### config.mk
export PLATFORM = sky130hd
export DESIGN_NAME = mole_scheduler_flat
export DESIGN_NICKNAME = d
export VERILOG_FILES = /design/src/rtl/mole_scheduler_if.sv /design/src/rtl/mole_scheduler.sv /design/src/flat_wrapper.sv
export SDC_FILE = /design/constraint.sdc
export NUM_CORES = 1
export LEC_CHECK = 0
export CAP_MARGIN = 40
export CORE_MARGIN = 2
export CORE_UTILIZATION = 41
export DETAILED_ROUTE_END_ITERATION = 7
export PLACE_DENSITY = 0.7
export SYNTH_ARGS = -nofsm -noshare
export SYNTH_HDL_FRONTEND = slang
export SYNTH_SLANG_ARGS = --single-unit
### constraint.sdc
create_clock -name clk -period 2.24 [get_ports clk]
set_input_delay 0.336 -clock clk [delete_from_list [all_inputs] [get_ports clk]]
set_output_delay 0.336 -clock clk [all_outputs]
set_load 0.1 [all_outputs]
### src/rtl/mole_scheduler_if.sv
// Game-side signal bundle for mole_scheduler: PRNG word, tick, keys in; mole, score, status out.
interface mole_scheduler_if #(
   parameter int unsigned HOLE_W  = 3,
   parameter int unsigned SCORE_W = 8
);
   localparam int unsigned HOLES = 2 ** HOLE_W;

   logic [31:0]        random;
   logic               tick;
   logic               start;
   logic [1:0]         level;
   logic [HOLES-1:0]   hit;
   logic [HOLES-1:0]   mole;
   logic [SCORE_W-1:0] score;
   logic [SCORE_W-1:0] miss;
   logic               running;
   logic               game_over;
   logic               hit_ok;

   modport master (
      output random, tick, start, level, hit,
      input  mole, score, miss, running, game_over, hit_ok
   );

   modport slave (
      input  random, tick, start, level, hit,
      output mole, score, miss, running, game_over, hit_ok
   );
endinterface

### src/rtl/mole_scheduler.sv
// Whack-a-mole sequencer: picks a hole from the PRNG word, times each mole on the game tick,
// judges hits and keeps score/miss counts over a fixed number of rounds.
module mole_scheduler #(
   parameter int unsigned HOLE_W    = 3,
   parameter int unsigned GAP_TICKS = 250,
   parameter int unsigned UP_TICKS  = 800,
   parameter int unsigned ROUNDS    = 30,
   parameter int unsigned SCORE_W   = 8
) (
   input  logic              clk,
   input  logic              rst_n,
   mole_scheduler_if.slave   bus
);
   localparam int unsigned HOLES   = 2 ** HOLE_W;
   localparam int unsigned TMAX    = (GAP_TICKS > UP_TICKS) ? GAP_TICKS : UP_TICKS;
   localparam int unsigned TIMER_W = $clog2(TMAX + 1);

   localparam logic [TIMER_W-1:0] GAP_LD   = TIMER_W'(GAP_TICKS);
   localparam logic [TIMER_W-1:0] UP_LD    = TIMER_W'(UP_TICKS);
   localparam logic [TIMER_W-1:0] TIMER_1  = TIMER_W'(1);
   localparam logic [SCORE_W:0]   ROUNDS_C = (SCORE_W+1)'(ROUNDS);

   typedef enum logic [1:0] {
      S_IDLE = 2'd0,
      S_GAP  = 2'd1,
      S_UP   = 2'd2,
      S_DONE = 2'd3
   } state_e;

   state_e              state_q, state_d;
   logic [TIMER_W-1:0]  timer_q, timer_d;
   logic [HOLE_W-1:0]   last_hole_q, last_hole_d;
   logic [SCORE_W-1:0]  round_q, round_d;
   logic [SCORE_W-1:0]  score_q, score_d;
   logic [SCORE_W-1:0]  miss_q, miss_d;
   logic [HOLES-1:0]    mole_q, mole_d;
   logic                running_q, running_d;
   logic                game_over_q, game_over_d;
   logic                hit_ok_q, hit_ok_d;

   logic [HOLE_W-1:0]   cand_c;
   logic [HOLE_W-1:0]   hole_c;
   logic [SCORE_W:0]    round_inc_c;
   logic                end_round_c;
   logic                unused_random_c;

   // Only the low bits of the PRNG word select the hole.
   assign unused_random_c = ^bus.random[31:HOLE_W];

   // Repeat avoidance: never raise the same hole twice in a row.
   assign cand_c      = bus.random[HOLE_W-1:0];
   assign hole_c      = (cand_c == last_hole_q) ? cand_c + HOLE_W'(1) : cand_c;
   assign round_inc_c = {1'b0, round_q} + (SCORE_W+1)'(1);

   always_ff @(posedge clk) begin
      if (!rst_n) begin
         state_q     <= S_IDLE;
         timer_q     <= '0;
         last_hole_q <= '0;
         round_q     <= '0;
         score_q     <= '0;
         miss_q      <= '0;
         mole_q      <= '0;
         running_q   <= 1'b0;
         game_over_q <= 1'b0;
         hit_ok_q    <= 1'b0;
      end else begin
         state_q     <= state_d;
         timer_q     <= timer_d;
         last_hole_q <= last_hole_d;
         round_q     <= round_d;
         score_q     <= score_d;
         miss_q      <= miss_d;
         mole_q      <= mole_d;
         running_q   <= running_d;
         game_over_q <= game_over_d;
         hit_ok_q    <= hit_ok_d;
      end
   end

   always_comb begin
      state_d     = state_q;
      timer_d     = timer_q;
      last_hole_d = last_hole_q;
      round_d     = round_q;
      score_d     = score_q;
      miss_d      = miss_q;
      mole_d      = mole_q;
      running_d   = running_q;
      game_over_d = game_over_q;
      hit_ok_d    = 1'b0;
      end_round_c = 1'b0;

      unique case (state_q)
         S_IDLE, S_DONE: begin
            // A simultaneous tick is deliberately not counted against the fresh gap.
            if (bus.start) begin
               score_d     = '0;
               miss_d      = '0;
               round_d     = '0;
               last_hole_d = '0;
               timer_d     = GAP_LD;
               mole_d      = '0;
               running_d   = 1'b1;
               game_over_d = 1'b0;
               state_d     = S_GAP;
            end
         end

         S_GAP: begin
            if (bus.tick) begin
               if (timer_q == TIMER_1) begin
                  mole_d      = HOLES'(1) << hole_c;
                  last_hole_d = hole_c;
                  timer_d     = UP_LD >> bus.level;
                  state_d     = S_UP;
               end else begin
                  timer_d = timer_q - TIMER_1;
               end
            end
         end

         S_UP: begin
            // A correct hit beats an expiring tick in the same cycle.
            if ((bus.hit & mole_q) != '0) begin
               score_d     = (score_q == '1) ? score_q : score_q + SCORE_W'(1);
               hit_ok_d    = 1'b1;
               end_round_c = 1'b1;
            end else if (bus.tick) begin
               if (timer_q == TIMER_1) begin
                  miss_d      = (miss_q == '1) ? miss_q : miss_q + SCORE_W'(1);
                  end_round_c = 1'b1;
               end else begin
                  timer_d = timer_q - TIMER_1;
               end
            end

            if (end_round_c) begin
               mole_d  = '0;
               round_d = round_inc_c[SCORE_W-1:0];
               if (round_inc_c == ROUNDS_C) begin
                  running_d   = 1'b0;
                  game_over_d = 1'b1;
                  state_d     = S_DONE;
               end else begin
                  timer_d = GAP_LD;
                  state_d = S_GAP;
               end
            end
         end

         default: state_d = S_IDLE;
      endcase
   end

   assign bus.mole      = mole_q;
   assign bus.score     = score_q;
   assign bus.miss      = miss_q;
   assign bus.running   = running_q;
   assign bus.game_over = game_over_q;
   assign bus.hit_ok    = hit_ok_q;
endmodule

### src/flat_wrapper.sv
// flat-port wrapper written by rule: the top's interface ports become plain ports
module mole_scheduler_flat 
#(
   parameter int unsigned HOLE_W    = 3,
   parameter int unsigned GAP_TICKS = 250,
   parameter int unsigned UP_TICKS  = 800,
   parameter int unsigned ROUNDS    = 30,
   parameter int unsigned SCORE_W   = 8
)
  (clk, rst_n, bus_random, bus_tick, bus_start, bus_level, bus_hit, bus_mole, bus_score, bus_miss, bus_running, bus_game_over, bus_hit_ok);
  mole_scheduler_if #(.HOLE_W(HOLE_W), .SCORE_W(SCORE_W)) bus_i ();
  input  logic clk;
  input  logic rst_n;
  input wire logic [$bits(bus_i.random)-1:0] bus_random;
  input wire logic [$bits(bus_i.tick)-1:0] bus_tick;
  input wire logic [$bits(bus_i.start)-1:0] bus_start;
  input wire logic [$bits(bus_i.level)-1:0] bus_level;
  input wire logic [$bits(bus_i.hit)-1:0] bus_hit;
  output wire logic [$bits(bus_i.mole)-1:0] bus_mole;
  output wire logic [$bits(bus_i.score)-1:0] bus_score;
  output wire logic [$bits(bus_i.miss)-1:0] bus_miss;
  output wire logic [$bits(bus_i.running)-1:0] bus_running;
  output wire logic [$bits(bus_i.game_over)-1:0] bus_game_over;
  output wire logic [$bits(bus_i.hit_ok)-1:0] bus_hit_ok;
  assign bus_i.random = bus_random;
  assign bus_i.tick = bus_tick;
  assign bus_i.start = bus_start;
  assign bus_i.level = bus_level;
  assign bus_i.hit = bus_hit;
  assign bus_mole = bus_i.mole;
  assign bus_score = bus_i.score;
  assign bus_miss = bus_i.miss;
  assign bus_running = bus_i.running;
  assign bus_game_over = bus_i.game_over;
  assign bus_hit_ok = bus_i.hit_ok;
  mole_scheduler #(.HOLE_W(HOLE_W), .GAP_TICKS(GAP_TICKS), .UP_TICKS(UP_TICKS), .ROUNDS(ROUNDS), .SCORE_W(SCORE_W)) u_core (.clk(clk), .rst_n(rst_n), .bus(bus_i));
endmodule
==> out/qor.txt <==
N_diodes - 0
Final worst path period share - 94.8%
Initial drt markers - 205
H-tree Lvls - 2
Synth cell types - 62
Setup Viol. Count Final - 0
Ys flop type - dfxtp_1
CP Launch Type - register
Fin util - 53.7%
Initial antenna violation count - 0
Hold Path End - u_core.bus.mole[3]
P_int - 1.63 mW
Cell Pwr Density - 615 nW/um^2
Layout cell share with drive strength beyond 1 - 24.7%
Pre-CTS setup slack - -0.116 ns
Leakage - 1.56 nW
YS warnings - 0
Clk pin slew, worst setup/hold paths - 0.10 ns
Worst Hold Path Cells - 2
Slew margin rel. - 65.7%
CTS tree - built
Clock skew - 0.0124 ns
Initial Util - 42.1%
Drt pass-1 iters - 4
Hold Startpoint - u_core.bus.mole[3]
Total GRT Usage - 20.7%
Seq/Total Area, Yosys - 30.9%
Largest fanout on the critical path - 6
Post-synthesis area per instance - 7.76 sq um
Critical Path Sink Type - register
Fin. max-slew vios - 0
Total gr overflow - 0
Clk pwr share - 27.1%
Die area - 8620 sq um
Synthesized area - 3240 sq um
Die W - 92.8 um
Crit Reg-Reg Startpoint - u_core.timer_q[1]
Fraction of synthesis flops using an asynchronous set or reset pin - 0%
Worst-margin pin slew - 0.502 ns
Worst vdd rail ir drop - 0.255 mV
Per-cell routed wire length - 14.6 um
Cts hold-fix bufs - 0
FF/Latch Area - 1020 sq um
Vias per inst - 5.73
Vias - 3416
Largest net degree at the start of global routing - 21
Synth Net Count - 478
Seq cells post-synth - 50
Post-route ant nets - 0
Routed Wire Length - 8700 um
Worst Setup SP - u_core.timer_q[1]
Buffer count from post-CTS setup fixing - 0
Fill cells - 733
DRC - 0
Clk_lat worst skew - 0.32 ns
Max Fclk - 0.471 GHz
Pwr Total - 2.54 mW
Cells after Synth - 417
Switching Fraction - 35.7%
Global placer's final weighted congestion - 0.938
Worst hold path class - reg -> reg
Flop2flop setup slack - 0.12 ns
Most frequent cells in the layout - buf_4 (77), nand2_1 (43), a21oi_1 (35), dfxtp_1 (35), o21ai_0 (28)
Synth-to-layout area growth - 27.6%
Fin worst setup slack - 0.116 ns
NumNets Final - 554
Kind of critical path - reg -> reg
HPWL after detailed placement - 6400 um
First-pass GRT wire length - 14800 um
NetSw - 0.908 mW
Commonest non-fill, non-tap cell in the layout - buf_4
Max Cap Viol - 0
Minimum clock period - 2.12 ns
Num Clock Sinks - 50
Number of synthesized flops with an enable pin - 0
Number of global-route vias before repair - 3214
Critical Path AT - 2.32 ns
Number of buffers created by CTS - 5
Reg2Reg Depth - 9
CP Data Required Time - 2.43 ns
Final hold vios - 0
Rows - 32
DIE HEIGHT - 92.8 um
I/O Buffers - 43
Comb pwr share - 34.9%
Status - finished, final reports clean
Area of the multi-input gates - 2060 sq um
Seq pwr share - 38.0%
# IOs - 73
Core area - 7690 sq um
CTS Root Cell - clkbuf_8
R2R Path End - u_core.timer_q[3]
Clock Path Buffers - 2
==> cells by family after synthesis <==
| logic type | Yosys count | synth area share (%) |
|---|---|---|
| flops | 50 | 30.9 |
| simple gates | 156 | 25.1 |
| fa+ha+maj | 15 | 5.80 |
| buf+inv | 42 | 5.80 |
| compound gates | 141 | 28.7 |
| mux | 4 | 1.31 |
| xor+xnor | 9 | 2.44 |
==> through the flow <==
stage          instance area, sq um  hold WS, ns  cells  setup TNS [ns]
6_report                       4130        0.464    596               0
4_1_cts                        4120        0.467    596               0
2_1_floorplan                  3250        0.478    417               0
5_1_grt                        4130        0.492    596        -0.00651
3_5_place_dp                   4000        0.452    588           -1.05
3_3_place_gp                   4000        0.450    588          -0.407
==> critical path, cell delays in order, from the launching register on <==
cell      delay (ns)
dfxtp_1         0.32
inv_1           0.07
ha_1            0.16
nor4b_4         0.23
and3_4          0.29
inv_2           0.09
mux2_2          0.28
a22oi_1         0.26
o2111a_1        0.24
a311oi_1        0.05
==> registers in the layout, indices dropped and copies added (netlist names), 2 cells and up <==
register	count
u_core.state_q	2
u_core.round_q	8
u_core.bus.mole	8
u_core.last_hole_q	3
u_core.bus.score	8
u_core.timer_q	10
u_core.bus.miss	8
==> layout make-up <==
class | instances | area share, %
Clock buffer | 5 | 1.67
Tap cell | 102 | 3.09
Sequential cell | 50 | 24.7
Timing Repair Buffer | 93 | 17.9
Inverter | 18 | 1.64
Clock inverter | 3 | 1.15
Multi-Input combinational cell | 325 | 49.9
==> worst max-delay path by stage <==
stage,endpoint,depth (start not counted)
2_1_floorplan,u_core.bus.miss[6],7
3_3_place_gp,u_core.bus.miss[5],7
3_5_place_dp,u_core.bus.miss[4],7
4_1_cts,u_core.bus.miss[7],8
5_1_grt,u_core.timer_q[3],9
6_report,u_core.timer_q[3],9
==> layer usage <==
layer | part of all wire [%] | global-route usage [%]
met5 | 0 | 0
met4 | 1.0 | 5.64
met3 | 4.9 | 3.25
met2 | 47 | 34.5
met1 | 47 | 27.7
==> cell usage after synthesis (6+ instances only) <==
cell      number  area share, %
dfxtp_1       50             31
nand2_1       43            5.0
a21oi_1       35            5.4
o21ai_0       29            4.5
nor2_1        26            3.0
nand3_1       22            3.4
ha_1          15            5.8
inv_1         15            1.7
clkbuf_1      14            1.6
a22oi_1       11            2.6
nor3_1        11            1.7
o31ai_1       10            2.3
nand4_1        8            1.5
or4_1          8            1.9
a31oi_1        7            1.4
o21a_1         7            1.6
a21boi_0       6            1.4
nor4_1         6            1.2
xnor2_1        6            1.6
==> power by group through the flow <==
stage	Clock (mW)	Sequential [mW]	Combinational, mW
floorplan	0	1.05	0.504
global placement	0	0.982	0.844
detailed placement	0	0.983	0.862
CTS	0.697	0.963	0.870
global route	0.726	0.970	0.970
finish	0.688	0.964	0.887
==> repair_timing <==
action | CTS | global route
gates cloned | 0 | 0
pin swaps | 0 | 0
gates resized for setup | 1 | 9
setup endpoints to repair | 16 | 28
hold endpoints to repair | 0 | 0
(Power assumes the default switching activity.)
==> RTL change 1: new RTL, same settings <==
Make the reset (`rst_n`) asynchronous in one clocked block.
--- a/src/rtl/mole_scheduler.sv
+++ b/src/rtl/mole_scheduler.sv
@@ -53,5 +53,5 @@
    assign round_inc_c = {1'b0, round_q} + (SCORE_W+1)'(1);
 
-   always_ff @(posedge clk) begin
+   always_ff @(posedge clk or negedge rst_n) begin
       if (!rst_n) begin
          state_q     <= S_IDLE;
Behaviour: differs if rst_n is asserted again (counterexample within 4 cycles, from zero or initial values and one cycle with rst_n low); with rst_n held inactive, the same outputs for 10 cycles.
==> RTL change 1 against the unedited design <==
  * Sequential cell count unchanged
  * Die area is 11% higher
  * Critical path type unchanged
  * Area after synthesis grew 12%
  * First-iteration DRC count increased by 14%
  * Clock skew barely moved
  * Highest routed layer unchanged
  * Cell area up 18%
  * Wire length grew 18%
  * Cell count up 4.2%
  * Worst setup slack worse by 110 ps
Power is not compared: it rests on default switching activity, and its combinational part moved more than twofold at a synthesized area within 25%.
==> RTL change 1: results (changes against the unedited design) <==
- Outcome: complete, no violations
- DRT iter0 DRCs: 233 (+14%)
- Post-place setup slack: -123.0 ps (-7.187 ps)
- Peak VDD IR: roughly 880 uV
- FF-to-FF path depth: 10 (+1)
- IO Port Bufs: 43 (unchanged)
- Slew HR: 0.5957 (-0.06112)
- Vias in the first global route: 3470 (+8.0%)
- Share of post-route cells with drive strength above 1: 0.3294 (+0.08247)
- Diodes inserted: 0 (unchanged)
- Worst min path class: in2async
- Drt pass-1 iters: 5 (+1)
- Final GP Congestion: 0.9052 (-3.5%)
- Placed wire-length estimate: 7.571 mm (+18%)
- LEAKAGE: approximately 2 nW
- Compound-Gate Fraction of Synth Area: 0.2811 (-0.005477)
- Fraction of registers with async set/reset: 1.000 (+1.000)
- Top Family by Delay on Critical Path: simple AND/OR/NAND/NOR gates
- DR vias: 3766 (+10%)
- Gr usage total: 0.2089 (+0.002164)
- Placed insts: 601 (+2.2%)
- Initial antenna violation count: 0 (unchanged)
- Largest net degree at the start of global routing: 51 (+140%)
- Syn_nets: 470 (-1.7%)
- Proportion of synthesized area in mux cells: 0.02561 (+0.01247)
- Clk slew on worst S/H paths: 100 ps (about the same)
- Crit-path max cell delay: 510 ps (+190 ps)
- Crit path launch type: register
- Post-Synth XOR/XNOR Area: 0.01696 (-0.007401)
- Post-Synth Adder-Cell Area: 0.05192 (-0.006084)
- Layout Skew: 12.87 ps (+0.4837 ps)
- Critical path's slowest cell: or4b_4
- CP arrival: 2480 ps (+160 ps)
- Syn_area_per_cell: 8.838 sq um (+14%)
- Main flop type after synthesis: dfrtp_1
- Syn. warnings: 0 (unchanged)
- Synth cell count leaders: dfrtp_1 (50), nand2_1 (31), o21ai_0 (25), inv_1 (20), nor2_1 (20)
- Worst-skew pair later-pin latency: just over 300 ps
- WL/cell: 16.48 microns (+13%)
- Register with the most flip-flops: u_core.timer_q
- Clk root buf: clkbuf_8
- Worst Path Max Fanout: 8 (+2)
- Clock buffer depth: 2 (unchanged)
- First-pass GRT wire length: 16.80 mm (+13%)
- Ranking of synthesized cells by area: dfrtp_1 (35%), ha_1 (5.2%), o21ai_0 (3.5%)
- Post-synthesis instance area: 3615 sq um (+12%)
- Unique masters post-synth: 69 (+11%)
- Final Non-Filler Cells: 621 (+4.2%)
- Max reg flops: 10 (unchanged)
- Seq/Total Area, Yosys: 0.3461 (+0.03678)
- Layout Nets: 573 (+3.4%)
-- RTL change 1: logic make-up after synthesis --
| logic type | Yosys count |
|---|---|
| compound gates | 143 |
| xor+xnor | 7 |
| fa+ha+maj | 15 |
| buf+inv | 44 |
| flops | 50 |
| mux | 9 |
| simple gates | 141 |
-- RTL change 1: path summary, 6_finish.rpt --
check	startpoint	end	slack, ps
max	u_core.timer_q[1]$_DFFE_PN0P_	u_core.timer_q[6]$_DFFE_PN0P_	7
min	rst_n	u_core.timer_q[1]$_DFFE_PN0P_	0.2
max reg2reg	u_core.timer_q[1]$_DFFE_PN0P_	u_core.timer_q[6]$_DFFE_PN0P_	7
min reg2reg	u_core.bus.running$_DFFE_PN0P_	u_core.bus.running$_DFFE_PN0P_	500
max in group asynchronous	rst_n	u_core.bus.score[0]$_DFFE_PN0P_	1970
min in group clk	u_core.bus.running$_DFFE_PN0P_	u_core.bus.running$_DFFE_PN0P_	500
-- RTL change 1: routing by layer --
layer | vias up | track usage | share of wire
met5 | - | 0 | 0
met4 | 0 | 0.04167 | 0.015
met3 | 19 | 0.02577 | 0.040
met2 | 123 | 0.3519 | 0.49
met1 | 1830 | 0.2910 | 0.45
li1 | 1794 | - | -
-- RTL change 1: repair_timing --
item,in CTS,in global routing
pin swaps,0,7
gates resized for setup,4,15
endpoints found under the setup margin,7,19
buffers inserted,1,11
hold endpoints to repair,0,0
gates cloned,0,0
-- RTL change 1: cell type report --
type | instances | area, sq um
Fill cell | 751 | 3779
Multi-Input combinational cell | 315 | 2302
Sequential cell | 50 | 1284
Timing Repair Buffer | 119 | 969.7
Tap cell | 108 | 135.1
Inverter | 21 | 78.83
Clock buffer | 5 | 68.82
Clock inverter | 3 | 18.77
-- RTL change 1: power by group --
part | switching (mW) | internal, mW
Combinational | 1.77 | 1.21
Sequential | 0.155 | 1.05
Clock | 0.320 | 0.221
-- RTL change 1: metrics by stage --
stage                       util  area, sq um  hold WS (ps)  setup TNS [ps]
after floorplan                -         3669         40.41          -123.2
after global placement    0.5275         4556         359.0          -366.1
after detailed placement  0.5275         4556         350.2          -998.0
after CTS                 0.5410         4672         15.90               0
after global routing      0.5624         4857         26.69          -469.5
final                     0.5624         4857        0.2212               0
==> RTL change 2: new RTL, same flow settings <==
Without the edit above. `HOLE_W` is set to 3 in 3 places; all go to 2.
--- a/src/rtl/mole_scheduler_if.sv
+++ b/src/rtl/mole_scheduler_if.sv
@@ -1,5 +1,5 @@
 // Game-side signal bundle for mole_scheduler: PRNG word, tick, keys in; mole, score, status out.
 interface mole_scheduler_if #(
-   parameter int unsigned HOLE_W  = 3,
+   parameter int unsigned HOLE_W  = 2,
    parameter int unsigned SCORE_W = 8
 );
--- a/src/rtl/mole_scheduler.sv
+++ b/src/rtl/mole_scheduler.sv
@@ -2,5 +2,5 @@
 // judges hits and keeps score/miss counts over a fixed number of rounds.
 module mole_scheduler #(
-   parameter int unsigned HOLE_W    = 3,
+   parameter int unsigned HOLE_W    = 2,
    parameter int unsigned GAP_TICKS = 250,
    parameter int unsigned UP_TICKS  = 800,
--- a/src/flat_wrapper.sv
+++ b/src/flat_wrapper.sv
@@ -2,5 +2,5 @@
 module mole_scheduler_flat 
 #(
-   parameter int unsigned HOLE_W    = 3,
+   parameter int unsigned HOLE_W    = 2,
    parameter int unsigned GAP_TICKS = 250,
    parameter int unsigned UP_TICKS  = 800,
Ports: changed (resized bus_hit and bus_mole); port bits go from 73 to 65. The function was not compared with the original's and may differ.
==> RTL change 2 against the unedited design <==
  * First-iteration DRC count grew 7.3%
  * Sequential share of layout area decreased by 0.14 points
  * Combinational power grew 33%
  * Clock skew fell by 6.3 ps
  * Power grew 3.1%
  * Sequential cell count is 5 lower
  * Clock power decreased by 26%
  * Worst setup slack got worse by 22 ps
  * Wire length down 10%
  * Die area shrank 7.9%
  * Cell area decreased by 9.2%
  * Synthesized cell count shrank 8.4%
  * Area after synthesis decreased by 8.2%
  * Critical path type unchanged
  * Highest routed layer unchanged
==> RTL change 2: results (changes against the unedited design) <==
- Hold Startpoint: u_core.state_q[1]$_SDFFE_PN0P_
- Outcome: complete, no violations
- Sw frac: 0.3912 (+0.03375)
- Syn_area_per_cell: 7.776 sq um (+0.21%)
- Post-Synth XOR/XNOR Area: 0.06487 (+0.04051)
- Peak VDD IR: 459.6 uV (+80%)
- Final Non-Filler Cells: 545 (-8.6%)
- Final GP Congestion: 0.8716 (-7.1%)
- Post-DP Area: 3605 sq um (-9.9%)
- Placed insts: 535 (-9.0%)
- Crit-path max cell delay: 560 ps (+240 ps)
- First-pass GRT wire length: 12.77 mm (-14%)
- Placed wire-length estimate: 5.798 mm (-9.4%)
- Fillers: 699 (-4.6%)
- IO Port Bufs: 34 (-21%)
- Share of post-route cells with drive strength above 1: 0.2265 (-0.02051)
- Gr usage total: 0.2023 (-0.004365)
- Unique masters post-synth: 57 (-8.1%)
- Critical path's slowest cell: or4_1
- Post-place setup slack: -73.18 ps (+42.63 ps)
- LEAKAGE: 1.424 nW (-8.7%)
- Layout Nets: 501 (-9.6%)
- Worst Path Max Fanout: 5 (-1)
- Vias/cell: 5.479 (-4.4%)
- Post-Synth Adder-Cell Area: 0.05897 (+0.0009676)
- Ranking of synthesized cells by area: dfxtp_1 (30%), nor2_1 (6.3%), ha_1 (5.9%)
- Proportion of synthesized area in mux cells: 0.02064 (+0.007493)
- Critical path origin: u_core.timer_q[0]$_SDFFE_PN0P_
- Seq/Total Area, Yosys: 0.3033 (-0.006072)
- Worst-skew pair later-pin latency: 300 ps (-20 ps)
- Syn_nets: 438 (-8.4%)
[RTL change 2: path summary, 6_finish.rpt]
path,end,slack [ps],cells past startpoint
worst max register to register,u_core.timer_q[7]$_SDFFE_PN0P_,90,6
worst min-delay path,u_core.state_q[1]$_SDFFE_PN0P_,500,2
worst min register to register,u_core.state_q[1]$_SDFFE_PN0P_,500,2
worst max-delay path,u_core.timer_q[7]$_SDFFE_PN0P_,90,6
[RTL change 2: layer usage]
| metal | up-vias | share of wire | global-route usage |
|---|---|---|---|
| li1 | 1506 | - | - |
| met1 | 1403 | 0.46 | 0.2654 |
| met2 | 69 | 0.48 | 0.3407 |
| met3 | 8 | 0.049 | 0.04247 |
| met4 | 0 | 0.0087 | 0.04885 |
| met5 | - | 0 | 0 |
[RTL change 2: cell type report]
class	instances	area [sq um]	share of cell area
Tap cell	99	123.9	0.03304
Timing Repair Buffer	75	594.3	0.1585
Multi-Input combinational cell	299	1949	0.5200
Sequential cell	45	920.9	0.2457
Inverter	19	73.82	0.01969
Clock inverter	3	17.52	0.004673
Clock buffer	5	68.82	0.01836
[RTL change 2: worst reg2reg max path, cell delays in order (launching register included)]
cell,delay [ps]
dfxtp_2,350
or4_1,560
or4_1,470
nor3_1,200
xnor2_1,150
a21oi_1,80
o31a_1,230
[RTL change 2: power groups by stage]
stage	sequential, mW	clock, mW	combinational (mW)
floorplan	0.967	0	0.732
finish	0.926	0.507	1.18
global route	0.937	0.551	1.30
global placement	0.939	0	1.12
detailed placement	0.941	0	1.14
CTS	0.922	0.516	1.15
[RTL change 2: repair_timing]
action	4_1_cts	5_1_grt
buffers inserted	0	2
gates resized for setup	1	11
pin swaps	0	5
endpoints found under the setup margin	3	17
